<file path="src/rtl/key_event_queue.sv">
// key_event_queue -- PS/2 scan-code set 2 decoder feeding an event FIFO.
//
// Consumes bytes from a PS/2 receiver, folds E0/F0 prefixes into 10-bit
// events {brk, e0, code}, tracks which keys are held, derives live modifier
// state and buffers events in a first-word-fall-through FIFO.
//
// Optional feature: define KEY_REPEAT_EN to compile in a typematic repeat
// generator.
//   Without it, every decoded event is pushed.
//   With it, keyboard-generated repeat makes are suppressed and repeats are
//   synthesised internally.
//
// Ports
//   clk, clrn          rising-edge clock, synchronous active-low reset
//   ps2_data[7:0]      received byte
//   ps2_ready          receiver holds a byte
//   nextdata_n         active-low one-cycle acknowledge of a consumed byte
//   rd_en              pop head event (ignored while empty)
//   ev_valid           FIFO non-empty
//   ev_data[9:0]       head event {brk, e0, code}; zero while empty
//   ev_count           FIFO occupancy, 0..DEPTH
//   overflow, ovf_clr  sticky event-lost flag and its clear
//   shift/ctrl/alt     live modifier state from the key table
//   capslock           toggles on each fresh make of plain 0x58
//   dbg_state          decoder state, for observation only
//
// Handshake: a byte is taken in any cycle where ps2_ready=1 and
// nextdata_n=1. nextdata_n then goes low for exactly the next cycle, and no
// byte is taken while it is low.
module key_event_queue #(
    parameter int DEPTH         = 16,
    parameter int REPEAT_DELAY  = 25000000,
    parameter int REPEAT_PERIOD = 2500000
) (
    input  logic                   clk,
    input  logic                   clrn,
    input  logic [7:0]             ps2_data,
    input  logic                   ps2_ready,
    output logic                   nextdata_n,
    input  logic                   rd_en,
    output logic                   ev_valid,
    output logic [9:0]             ev_data,
    output logic [$clog2(DEPTH):0] ev_count,
    output logic                   overflow,
    input  logic                   ovf_clr,
    output logic                   shift,
    output logic                   ctrl,
    output logic                   alt,
    output logic                   capslock,
    output logic [1:0]             dbg_state
);
    localparam int AW = $clog2(DEPTH);
    localparam logic [AW:0] CNT_ONE  = (AW + 1)'(1);
    localparam logic [AW:0] CNT_FULL = (AW + 1)'(DEPTH);

    typedef enum logic [1:0] {IDLE, GOT_E0, GOT_F0, GOT_E0F0} dec_state_t;

    dec_state_t state_q, state_d;
    logic       consume, emit;
    logic [9:0] dec_ev;
    logic [8:0] key_idx;
    logic       held, is_make, dec_push;
    logic [511:0] key_q;
    logic       caps_q;

    logic [9:0]    mem [DEPTH];
    logic [AW-1:0] wr_ptr, rd_ptr;
    logic [AW:0]   count_q;
    logic          full, empty, push_req, do_push, do_pop, ovf_set;
    logic [9:0]    push_data;

    assign consume = ps2_ready & nextdata_n;

    // Decoder next state; the event is formed from the current prefix state.
    always_comb begin
        state_d = state_q;
        emit    = 1'b0;
        dec_ev  = {(state_q == GOT_F0) || (state_q == GOT_E0F0),
                   (state_q == GOT_E0) || (state_q == GOT_E0F0),
                   ps2_data};
        if (consume) begin
            unique case (state_q)
                IDLE: begin
                    if (ps2_data == 8'hE0)      state_d = GOT_E0;
                    else if (ps2_data == 8'hF0) state_d = GOT_F0;
                    else                        emit = 1'b1;
                end
                GOT_E0: begin
                    if (ps2_data == 8'hE0)      state_d = GOT_E0;
                    else if (ps2_data == 8'hF0) state_d = GOT_E0F0;
                    else                        emit = 1'b1;
                end
                GOT_F0, GOT_E0F0: emit = 1'b1;
            endcase
            if (emit) state_d = IDLE;
        end
    end

    always_ff @(posedge clk) begin
        if (!clrn) begin
            state_q    <= IDLE;
            nextdata_n <= 1'b1;
        end else begin
            state_q    <= state_d;
            nextdata_n <= ~consume;
        end
    end

    assign dbg_state = state_q;
    assign key_idx   = dec_ev[8:0];
    assign held      = key_q[key_idx];
    assign is_make   = emit & ~dec_ev[9];

    // Key table and capslock; the table follows the keyboard even when the
    // event itself is lost to a full FIFO.
    always_ff @(posedge clk) begin
        if (!clrn) begin
            key_q  <= '0;
            caps_q <= 1'b0;
        end else begin
            if (emit) key_q[key_idx] <= ~dec_ev[9];
            if (is_make && !held && key_idx == 9'h058) caps_q <= ~caps_q;
        end
    end

    assign shift    = key_q[9'h012] | key_q[9'h059];
    assign ctrl     = key_q[9'h014] | key_q[9'h114];
    assign alt      = key_q[9'h011] | key_q[9'h111];
    assign capslock = caps_q;

`ifdef KEY_REPEAT_EN
    localparam int RMAX = (REPEAT_DELAY > REPEAT_PERIOD) ? REPEAT_DELAY : REPEAT_PERIOD;
    localparam int CW   = $clog2(RMAX + 1);

    logic          rep_active, rep_fire, rep_push, is_mod;
    logic [8:0]    rep_key;
    logic [CW-1:0] rep_cnt;

    assign is_mod   = (dec_ev[7:0] == 8'h12) || (dec_ev[7:0] == 8'h59) ||
                      (dec_ev[7:0] == 8'h14) || (dec_ev[7:0] == 8'h11) ||
                      (dec_ev[7:0] == 8'h58);
    // Keyboard repeats of an already-held key are dropped; we make our own.
    assign dec_push = emit & ~(is_make & held);
    assign rep_fire = rep_active && (rep_cnt == CW'(1));
    // A decoder push wins the write port; the repeat is simply skipped.
    assign rep_push = rep_fire & ~dec_push;

    always_ff @(posedge clk) begin
        if (!clrn) begin
            rep_active <= 1'b0;
            rep_key    <= '0;
            rep_cnt    <= '0;
        end else begin
            if (rep_fire)        rep_cnt <= CW'(REPEAT_PERIOD);
            else if (rep_active) rep_cnt <= rep_cnt - CW'(1);
            if (is_make && !held) begin
                if (!is_mod) begin
                    rep_active <= 1'b1;
                    rep_key    <= key_idx;
                    rep_cnt    <= CW'(REPEAT_DELAY);
                end else begin
                    rep_active <= 1'b0;
                end
            end else if (emit && dec_ev[9] && key_idx == rep_key) begin
                rep_active <= 1'b0;
            end
        end
    end

    assign push_req  = dec_push | rep_push;
    assign push_data = dec_push ? dec_ev : {1'b0, rep_key};
`else
    assign dec_push  = emit;
    assign push_req  = dec_push;
    assign push_data = dec_ev;
`endif

    // FIFO. A pop frees a slot in the same cycle, so push+pop at full is legal.
    assign full    = (count_q == CNT_FULL);
    assign empty   = (count_q == '0);
    assign do_pop  = rd_en & ~empty;
    assign do_push = push_req & (~full | rd_en);
    // Only decoder events count as lost; a dropped repeat is harmless.
    assign ovf_set = dec_push & full & ~rd_en;

    always_ff @(posedge clk) begin
        if (clrn && do_push) mem[wr_ptr] <= push_data;
    end

    always_ff @(posedge clk) begin
        if (!clrn) begin
            wr_ptr   <= '0;
            rd_ptr   <= '0;
            count_q  <= '0;
            overflow <= 1'b0;
        end else begin
            if (do_push) wr_ptr <= wr_ptr + AW'(1);
            if (do_pop)  rd_ptr <= rd_ptr + AW'(1);
            case ({do_push, do_pop})
                2'b10:   count_q <= count_q + CNT_ONE;
                2'b01:   count_q <= count_q - CNT_ONE;
                default: count_q <= count_q;
            endcase
            if (ovf_set)      overflow <= 1'b1;
            else if (ovf_clr) overflow <= 1'b0;
        end
    end

    assign ev_count = count_q;
    assign ev_valid = ~empty;
    assign ev_data  = empty ? 10'd0 : mem[rd_ptr];
endmodule

</file>
<file path="config.mk">
export PLATFORM = sky130hd
export DESIGN_NAME = key_event_queue
export DESIGN_NICKNAME = d
export VERILOG_FILES = /design/src/rtl/key_event_queue.sv
export SDC_FILE = /design/constraint.sdc
export NUM_CORES = 1
export LEC_CHECK = 0
export ABC_AREA = 1
export CORE_MARGIN = 5
export CORE_UTILIZATION = 59
export DETAILED_ROUTE_END_ITERATION = 10
export PLACE_DENSITY_LB_ADDON = 0.05
export SYNTH_ARGS = -nofsm -noshare
export SYNTH_HDL_FRONTEND = slang
export SYNTH_SLANG_ARGS = --single-unit
</file>
<file path="constraint.sdc">
create_clock -name clk -period 4.6 [get_ports clk]
set_clock_uncertainty 0.1 [all_clocks]
set_input_delay 1.38 -clock clk [delete_from_list [all_inputs] [get_ports clk]]
set_output_delay 1.38 -clock clk [all_outputs]
set_load 0.005 [all_outputs]
</file>
# [After elaboration in Yosys (flattened, before gate mapping)]
# Memory sizes are Yosys's and may differ from the RTL's. A register that Yosys moved wholly into a read port is not among the register bits.
# Index checks and enable logic that the tools add are counted.
[word_totals] reg_bits=530 elab_cells=81 ram_bits=160 memories=1
[memory_table] memory="mem" depth=16 word_bits=10 rd=1 rd_ports_with_merged_regs=1 wr=1 line_no="66" text="logic [9:0] mem [DEPTH];"
[classes] add_sub_neg=4 n_mux=24 magnitude_cmp=2 n_reduce_logical=15 bitwise_logic=16 eq_ne=11
[ops] operator="bitwise mux 512 bit" count=1
[ops] operator="== test 8 bit (second input constant)" count=2
[ops] operator="less-than comparator 9 x 10 -> 1 bit (second input constant)" count=1
[ops] operator="two-way mux 1 bit" count=10
[ops] operator="two-way mux 10 bit" count=1
[ops] operator="two-way mux 2 bit" count=5
[ops] operator="one-hot mux 5 bit (2 select lines)" count=1
[ops] operator="binary-select mux 1 bit (select 9 bit)" count=1
[ops] operator="demux 1 bit (select 9 bit)" count=1
[ops] operator="== test 9 x 7 -> 1 bit (second input constant)" count=1
[ops] operator="greater-or-equal comparator 9 x 1 -> 1 bit (second input constant)" count=1
[ops] operator="adder 4 x 1 -> 4 bit (second input constant)" count=2
[ops] operator="two-way mux 4 bit" count=2
[ops] operator="bitwise AND 1 bit" count=6
[ops] operator="== test 2 bit (second input constant)" count=3
[ops] operator="inverter 1 bit" count=6
[ops] operator="adder 5 x 1 -> 5 bit (second input constant)" count=1
[ops] operator="== test 5 bit (second input constant)" count=1
[ops] operator="logical NOT 5 bit" count=1
[ops] operator="subtractor 5 x 1 -> 5 bit (second input constant)" count=1
[ops] operator="== test 2 x 1 -> 1 bit (second input constant)" count=2
[ops] operator="logical AND 1 bit" count=4
[ops] operator="inequality test 4 x 1 -> 1 bit (second input constant)" count=1
[ops] operator="inequality test 4 bit (second input constant)" count=1
[ops] operator="other kinds (10)" count=16

# [Longest topological paths before layout]
# Gate-level depths: netlist of run 1.
[logic_depth] depth_word=10 mapped_depth=22 ltp_nobuf=20

# [Least setup slack after synthesis of run 1]
# No wires, ideal clock.
[synth_timing] path_kind="input to register" from="in ps2_data[1]" to="reg count_q[4] (netlist: ev_count[4])" t_arrival_ns=3.894 path_slack_ns=0.536 stages=22 t_required_ns=4.430 path_cell_list="buf_4 -> nor2_8 -> inv_4 -> nor2_8 -> inv_4 -> nor3_1 -> o21ai_2 -> nand2_4 -> buf_4 -> nor2_1 -> inv_1 -> ha_1 -> xor2_1 -> ha_1 -> inv_1 -> nand2_1 -> nand2_1 -> o21ai_0 -> o21ai_0 -> a21oi_1 -> o21ai_0 -> a21oi_1"
[synth_between] elab_chain_len=9 word_cells_on_any_way=12 cone_classes="eq/ne (4); mux (6); bitwise (1); reduce/logical (1)"
[synth_rtl] element="start, declared" line_no="37" text="input logic [7:0] ps2_data,"
[synth_rtl] element="== test 8 bit" line_no="85, 90"
[synth_rtl] element="two-way mux 1 bit" line_no="85, 90"
[synth_rtl] element="two-way mux 1 bit *" line_no="84" text="if (ps2_data == 8'hE0) state_d = GOT_E0;"
[synth_rtl] element="one-hot mux 1 bit (2 select lines) *" line_no="82" text="unique case (state_q)"
[synth_rtl] element="two-way mux 1 bit * (2 in a row)" line_no="81" text="if (consume) begin"
[synth_rtl] element="bitwise AND 1 bit *" line_no="182" text="assign do_push = push_req & (~full | rd_en);"
[synth_rtl] element="== test 2 x 1 -> 1 bit or == test 2 bit (tied branches)" line_no="199" text="case ({do_push, do_pop})"
[synth_rtl] element="one-hot mux 5 bit (2 select lines) or nonzero test 2 bit (tied branches)"
[synth_rtl] element="end signal, assigned" line_no="200" text="2'b10: count_q <= count_q + CNT_ONE;"
[synth_rtl] element="end signal, assigned" line_no="201" text="2'b01: count_q <= count_q - CNT_ONE;"
[synth_rtl] element="end signal, assigned" line_no="202" text="default: count_q <= count_q;"
[synth_rtl] element="end, declared" line_no="68" text="logic [AW:0] count_q;"
# Every way passes the cells marked *; elsewhere a longest branch is shown, timed or not. The select of a mux whose other input is x is not followed.
# A chain may end at the register's enable or synchronous reset.

==> impl_metrics.env, run 1 <==
export IMPL_status="complete, no violations"
export IMPL_r2r_slack_ns=1.45
export IMPL_place_gp_congestion=0.966
export IMPL_cts_hold_buf=0
export IMPL_antenna_cells=0
export IMPL_reg2reg_depth=16
export IMPL_maxCapViolCount=0
export IMPL_fin_tns_setup_ns=0
export IMPL_post_cts_buffers=0
export IMPL_cp_buffers_inverters=3
export IMPL_path_max_fanout=40
export IMPL_place_inst=2497
export IMPL_grt_util_met3_pct=3.47
export IMPL_clockPowerShare_pct=40.6
export IMPL_hold_class="reg2reg"
export IMPL_maxSlewViolCount=0
export IMPL_final_common_cell="nand2_1"
export IMPL_critPathCaptureType="output pin"
export IMPL_cp_data_required_time_ns=3.12
export IMPL_syn_inst=2195
export IMPL_leakage_nw=7.41
export IMPL_startpoint_type="flip-flop"
export IMPL_fin_crit_ns=4.40
export IMPL_clkLatencyLatePin_ns=0.54
export IMPL_place_ws_ns=0.0773
export IMPL_reg2reg_from="dbg_state[1]"
export IMPL_wire_per_inst_um=19.4
export IMPL_switching_power_mw=2.35
export IMPL_postLayoutCellArea_um2=19500
export IMPL_netlist_cell_type_count=39
export IMPL_ir_worst_vdd_mv=0.311
export IMPL_vias_per_cell=5.87
export IMPL_dr_first_iter_drc_count=1705
export IMPL_setup_violations=0
export IMPL_final_cell_mix="458 x nand2_1, 328 x nor2_1, 301 x o21ai_0, 217 x dfxtp_1, 160 x edfxtp_1"
export IMPL_internal_power_mw=6.20
export IMPL_detailroute_via_count=15100
export IMPL_core_area_um2=29400
export IMPL_combPwrFrac_pct=17.0
export IMPL_die_area_um2=33100
export IMPL_cts_resized=0
export IMPL_die_y_um=182
export IMPL_dr_pass1_iters=6
export IMPL_area_growth_pct=11.9
export IMPL_row_count=63
export IMPL_finalWorstSetupSlack_ns=0.203
export IMPL_synth_compound_area_share_pct=19.1
export IMPL_seqPwrFrac_pct=42.4
export IMPL_numCtsBuffers=41
export IMPL_switching_share_pct=27.5
export IMPL_fp_dieW_um=182
export IMPL_reg2reg_to="ev_count[4]"
export IMPL_grt_total_usage_pct=29.7
export IMPL_slew_headroom_pct=27.9
export IMPL_avgSynthCellArea_um2=7.94
export IMPL_synth_area_mux_share_pct=0
export IMPL_dpl_instance_area_um2=18000
export IMPL_clkSlewWorstSetupHoldPaths_ns=0.06
export IMPL_slowest_stage="clkdlybuf4s50_1"
export IMPL_grtUsageMet1_pct=39.4
export IMPL_ant_nets=0
export IMPL_yosys_warnings=0
export IMPL_hold_start="key_q[108]"
export IMPL_antenna_found_initial=0
export IMPL_rsz0062_at_grt="no"
export IMPL_h_tree_depth=2
export IMPL_cp_cell_sequence="inv_1, buf_12, o21ai_0, o22ai_1, nor2_1, nor2_1, o21ai_0, a21oi_1, clkdlybuf4s50_1"
export IMPL_report_final_hold_viol_count=0
export IMPL_drive_gt1_share_pct=8.39
export IMPL_ios=37
export IMPL_synth_simple_area_share_pct=19.4
export IMPL_root_buffer="clkbuf_16"
export IMPL_crit_family="buffers and inverters"
export IMPL_synth_net_count=2216
export IMPL_cp_endpoint="ev_data[2]"
export IMPL_max_stage_delay_ns=0.56
export IMPL_grt_pass1_vias=14400
export IMPL_cp_depth=9
export IMPL_grt_pass1_wl_um=78900
export IMPL_busiest_layer="met2"
export IMPL_arrival_ns=2.92
export IMPL_drc=0
export IMPL_syn_area_um2=17400
export IMPL_routed_wirelength_um=49800
export IMPL_clock_sink_count=379
export IMPL_dpl_hpwl_um=30800
export IMPL_gr_total_overflow=0
export IMPL_met2_usage_pct=48.1
export IMPL_fin_hold_ws_ns=0.347
export IMPL_crit_type="reg2out"
export IMPL_grt_start_max_net_pins=168
export IMPL_stdcell_count=2572
export IMPL_cts_buffer_depth=3
export IMPL_layout_nets=2171
export IMPL_max_freq_ghz=0.227
export IMPL_portBuffers=36
export IMPL_cts_tree="done"
export IMPL_ys_seq_elements=379
export IMPL_p_per_area_nw_per_um2=439
export IMPL_period_share_pct=95.6
export IMPL_synthAdderAreaFrac_pct=0.575
export IMPL_synth_top_family_by_area="simple AND/OR/NAND/NOR gates"
export IMPL_yosys_area_share_xor_xnor_pct=0.251
export IMPL_worst_pin_slew_ns=1.08
export IMPL_ys_seq_area_share_pct=52.7
export IMPL_start_util_pct=59.2
[per-stage QoR]
step / util, % / power (mW)
after floorplan: - / 4.48
after global placement: 61.3 / 5.11
after detailed placement: 61.3 / 5.14
after CTS: 66.3 / 8.59
after global routing: 66.3 / 8.88
final: 66.3 / 8.55
[synthesized netlist by cell type, drive strengths merged]
cell type	number	share of area, %
xor2	4	0.20
o311ai	1	0.050
dfxtp	219	25
edfxtp	160	28
o311a	7	0.40
nor2	334	7.5
o22ai	16	0.57
nand3	24	0.69
ha	8	0.57
o21ai	354	10
xnor2	1	0.050
nand2	470	11
clkinv	3	0.065
inv	140	3.1
nand4	2	0.072
a31o	1	0.050
o221ai	24	1.2
a21oi	155	4.5
a31oi	60	2.2
nor3b	1	0.043
or2	1	0.036
a2111oi	1	0.050
clkbuf	142	3.1
buf	54	1.7
nor3	12	0.37
nor4	1	0.036
[worst register-to-register path, cell delays in order, from the launching register on]
cell and delay [ns]:
dfxtp_4 0.44, inv_1 0.68, o21ai_2 0.16, nand2_4 0.12, nor2_1 0.06, inv_1 0.09, ha_1 0.21, xor2_1 0.21
ha_1 0.18, inv_1 0.04, nand2_1 0.08, nand2_1 0.06, o21ai_0 0.20, o21ai_0 0.10, a21oi_1 0.15, o21ai_0 0.10
a21oi_1 0.11
[power by group through the flow]
| stage | combinational [mW] | sequential, mW | clock (mW) |
|---|---|---|---|
| 5_1_grt | 1.58 | 3.63 | 3.66 |
| 3_5_place_dp | 1.44 | 3.70 | 0 |
| 4_1_cts | 1.44 | 3.63 | 3.52 |
| 2_1_floorplan | 0.822 | 3.66 | 0 |
| 3_3_place_gp | 1.41 | 3.70 | 0 |
| 6_report | 1.45 | 3.63 | 3.47 |
[metal layers]
| metal | part of all wire (%) | vias to the layer above |
|---|---|---|
| met2 | 47 | 655 |
| met1 | 41 | 7072 |
| met5 | 0 | - |
| met3 | 7.0 | 154 |
| met4 | 5.6 | 0 |
| li1 | - | 7213 |
[kinds of logic after synthesis]
family | after synthesis
simple gates | 845
xor+xnor | 5
compound gates | 619
buf+inv | 339
flops | 379
fa+ha+maj | 8
[cell type report]
| type | count | area [µm²] |
|---|---|---|
| repair buffers | 108 | 948 |
| well taps | 390 | 488 |
| fillers | 2462 | 9920 |
| clock inverters | 16 | 211 |
| flip-flops and latches | 379 | 9190 |
| clock buffers | 59 | 1250 |
| inverters | 143 | 544 |
| multi-input cells | 1477 | 6850 |
[how the worst min path moves through the flow]
| stage | endpoint | slack, ns | cells past startpoint |
|---|---|---|---|
| global placement | key_q[142] | 0.34 | 2 |
| floorplan | key_q[94] | 0.32 | 2 |
| CTS | key_q[108] | 0.35 | 2 |
| global route | key_q[64] | 0.37 | 2 |
| detailed placement | key_q[64] | 0.34 | 2 |
| finish | key_q[108] | 0.35 | 2 |
[flip-flops by register name (all words and copies together) (netlist names), named ones only]
signal	count
mem	160
dbg_state	2
capslock	1
wr_ptr	4
key_q	197
overflow	1
nextdata_n	1
rd_ptr	4
ev_count	5
Note: power is estimated with default switching activity, not from simulation.
==> run 2, diff against run 1 <==
--- a/config.mk
+++ b/config.mk
@@ -7,8 +7,9 @@
 export LEC_CHECK = 0
 export ABC_AREA = 1
 export CORE_MARGIN = 5
-export CORE_UTILIZATION = 59
+export CORE_UTILIZATION = 60
 export DETAILED_ROUTE_END_ITERATION = 10
+export DONT_BUFFER_PORTS = 1
 export PLACE_DENSITY_LB_ADDON = 0.05
 export SYNTH_ARGS = -nofsm -noshare
 export SYNTH_HDL_FRONTEND = slang
==> run 2 against run 1 <==
- utilization is 1.5 points lower
- combinational power decreased by 27%
- maximum frequency rose by 11%
- clock power is 13% lower
- worst setup slack improved by 0.45 ns
- first-iteration DRC count shrank 4.8%
- critical path type unchanged
- cell count fell by 3.0%
- count of clock-buffer cells in the layout did not move
- global-route usage decreased by 0.97 points
- hold slack better by 0.0025 ns
- power fell by 10%
==> impl_metrics.env, run 2 (synthesis results as in run 1) <==
export IMPL_hold_class="reg2reg"
export IMPL_die_area_um2=32500
export IMPL_cts_buffer_depth=3
export IMPL_min_path_cells=2
export IMPL_leakage_nw=6.96
export IMPL_holdPathEnd="key_q[108]"
export IMPL_maxCapViolCount=0
export IMPL_routed_wirelength_um=47900
export IMPL_critPathCaptureType="output pin"
export IMPL_slew_headroom_pct=27.3
export IMPL_largest_register="key_q"
export IMPL_largest_register_ffs=197
export IMPL_slowest_stage="dfxtp_2"
export IMPL_final_cell_mix="458 x nand2_1, 328 x nor2_1, 301 x o21ai_0, 217 x dfxtp_1, 160 x edfxtp_1"
export IMPL_final_common_cell="nand2_1"
export IMPL_clkLatencyLatePin_ns=0.54
export IMPL_place_ws_ns=0.213
export IMPL_crit_family="compound AO/OA/AOI/OAI gates"
export IMPL_status="complete, no violations"
export IMPL_r2r_slack_ns=1.11
export IMPL_row_count=62
export IMPL_dpl_hpwl_um=28700
export IMPL_maxSlewViolCount=0
export IMPL_detailroute_via_count=14600
export IMPL_report_final_hold_viol_count=0
export IMPL_period_share_pct=85.9
export IMPL_drive_gt1_share_pct=6.21
export IMPL_drc=0
export IMPL_ir_worst_vdd_mv=0.342
export IMPL_root_buffer="clkbuf_16"
export IMPL_portBuffers=0
export IMPL_cp_buffers_inverters=2
export IMPL_area_growth_pct=6.65
export IMPL_fillers=2540
export IMPL_max_stage_delay_ns=0.50
export IMPL_reg2reg_to="ev_count[4]"
export IMPL_gr_total_overflow=0
export IMPL_die_y_um=180
export IMPL_vias_per_cell=5.85
export IMPL_dr_pass1_iters=6
export IMPL_dr_first_iter_drc_count=1624
export IMPL_grt_total_usage_pct=28.7
export IMPL_grt_start_max_net_pins=210
export IMPL_post_cts_buffers=0
export IMPL_startpoint_type="flip-flop"
export IMPL_finalWorstSetupSlack_ns=0.650
export IMPL_reg2reg_from="ev_count[2]"
export IMPL_h_tree_depth=2
export IMPL_cp_data_required_time_ns=3.12
export IMPL_fin_tns_setup_ns=0
export IMPL_cts_hold_buf=0
export IMPL_start_util_pct=60.7
export IMPL_rsz0062_at_grt="no"
export IMPL_grt_pass1_vias=13700
export IMPL_cts_resized=0
export IMPL_fp_dieW_um=180
export IMPL_antenna_cells=0
export IMPL_crit_type="reg2out"
export IMPL_clock_sink_count=379
export IMPL_ios=37
export IMPL_arrival_ns=2.47
export IMPL_wire_per_inst_um=19.2
export IMPL_ant_nets=0
export IMPL_antenna_found_initial=0
export IMPL_clkSlewWorstSetupHoldPaths_ns=0.06
export IMPL_numCtsBuffers=40
export IMPL_cts_tree="done"
export IMPL_core_area_um2=28700
export IMPL_max_freq_ghz=0.253
export IMPL_hold_start="key_q[108]"
export IMPL_grt_pass1_wl_um=76000
export IMPL_fin_crit_ns=3.95
export IMPL_p_per_area_nw_per_um2=414
export IMPL_place_gp_congestion=0.903
export IMPL_setup_violations=0
export IMPL_layout_nets=2101
export IMPL_path_max_fanout=40
export IMPL_cp_cell_sequence="inv_2, buf_4, o21ai_0, o22ai_1, nor2_1, nor2_1, o21ai_0, a21oi_1"
export IMPL_worst_pin_slew_ns=1.09
export IMPL_reg2reg_depth=17
-- run 2: cell types whose count changed in the layout (fill, tap and decap cells not counted), sizes merged --
cell / before / now
bufinv: 4 / 0
inv: 143 / 141
clkdlybuf4s50: 33 / 0
buf: 75 / 39
clkinv: 11 / 13
clkinvlp: 1 / 2
-- run 2: tightest hold or removal path: stages, from the launching register on --
cell and delay (ns):
dfxtp_1 0.29, inv_1 0.06, a21oi_1 0.05
-- run 2: power breakdown --
part / internal [mW] / switching (mW)
registers: 3.55 / 0.0792
clock network: 1.72 / 1.29
logic: 0.310 / 0.749
-- run 2: cell type report --
class	count	area, µm²	area share [%]
flip-flops and latches	379	9190	49.5
multi-input cells	1477	6850	36.9
clock buffers	59	1140	6.16
inverters	143	544	2.93
well taps	384	480	2.59
repair buffers	39	293	1.58
clock inverters	13	72.6	0.391
-- run 2: per-layer routing --
layer / wire length (µm) / track usage (%) / part of all wire, % / vias up
li1: - / - / - / 7078
met1: 20100 / 38.4 / 42 / 6814
met2: 22600 / 47.2 / 47 / 570
met3: 3080 / 3.82 / 6.4 / 119
met4: 2120 / 12.3 / 4.4 / 0
met5: 0 / 0 / 0 / -
-- run 2: worst max path at each step --
stage | from | end | slack [ns] | depth (start not counted)
global route | ps2_data[3] | ev_count[4] | 0.39 | 20
global placement | ps2_data[3] | ev_count[4] | 0.34 | 20
floorplan | ps2_data[1] | ev_count[4] | 0.54 | 22
detailed placement | ps2_data[3] | ev_count[4] | 0.21 | 20
CTS | flip-flop | ev_data[8] | 0.63 | 7
finish | flip-flop | ev_data[2] | 0.65 | 8
-- run 2: through the flow --
step / hold slack [ns] / power [mW] / cells / utilization, % / cell area [µm²]
final: 0.350 / 7.70 / 2494 / 64.7 / 18600
after global routing: 0.380 / 8.01 / 2494 / 64.7 / 18600
after CTS: 0.351 / 7.73 / 2494 / 64.7 / 18600
after detailed placement: 0.343 / 4.76 / 2422 / 60.5 / 17400
after global placement: 0.331 / 4.73 / 2422 / 60.5 / 17400
after floorplan: 0.324 / 4.48 / 2195 / - / 17400
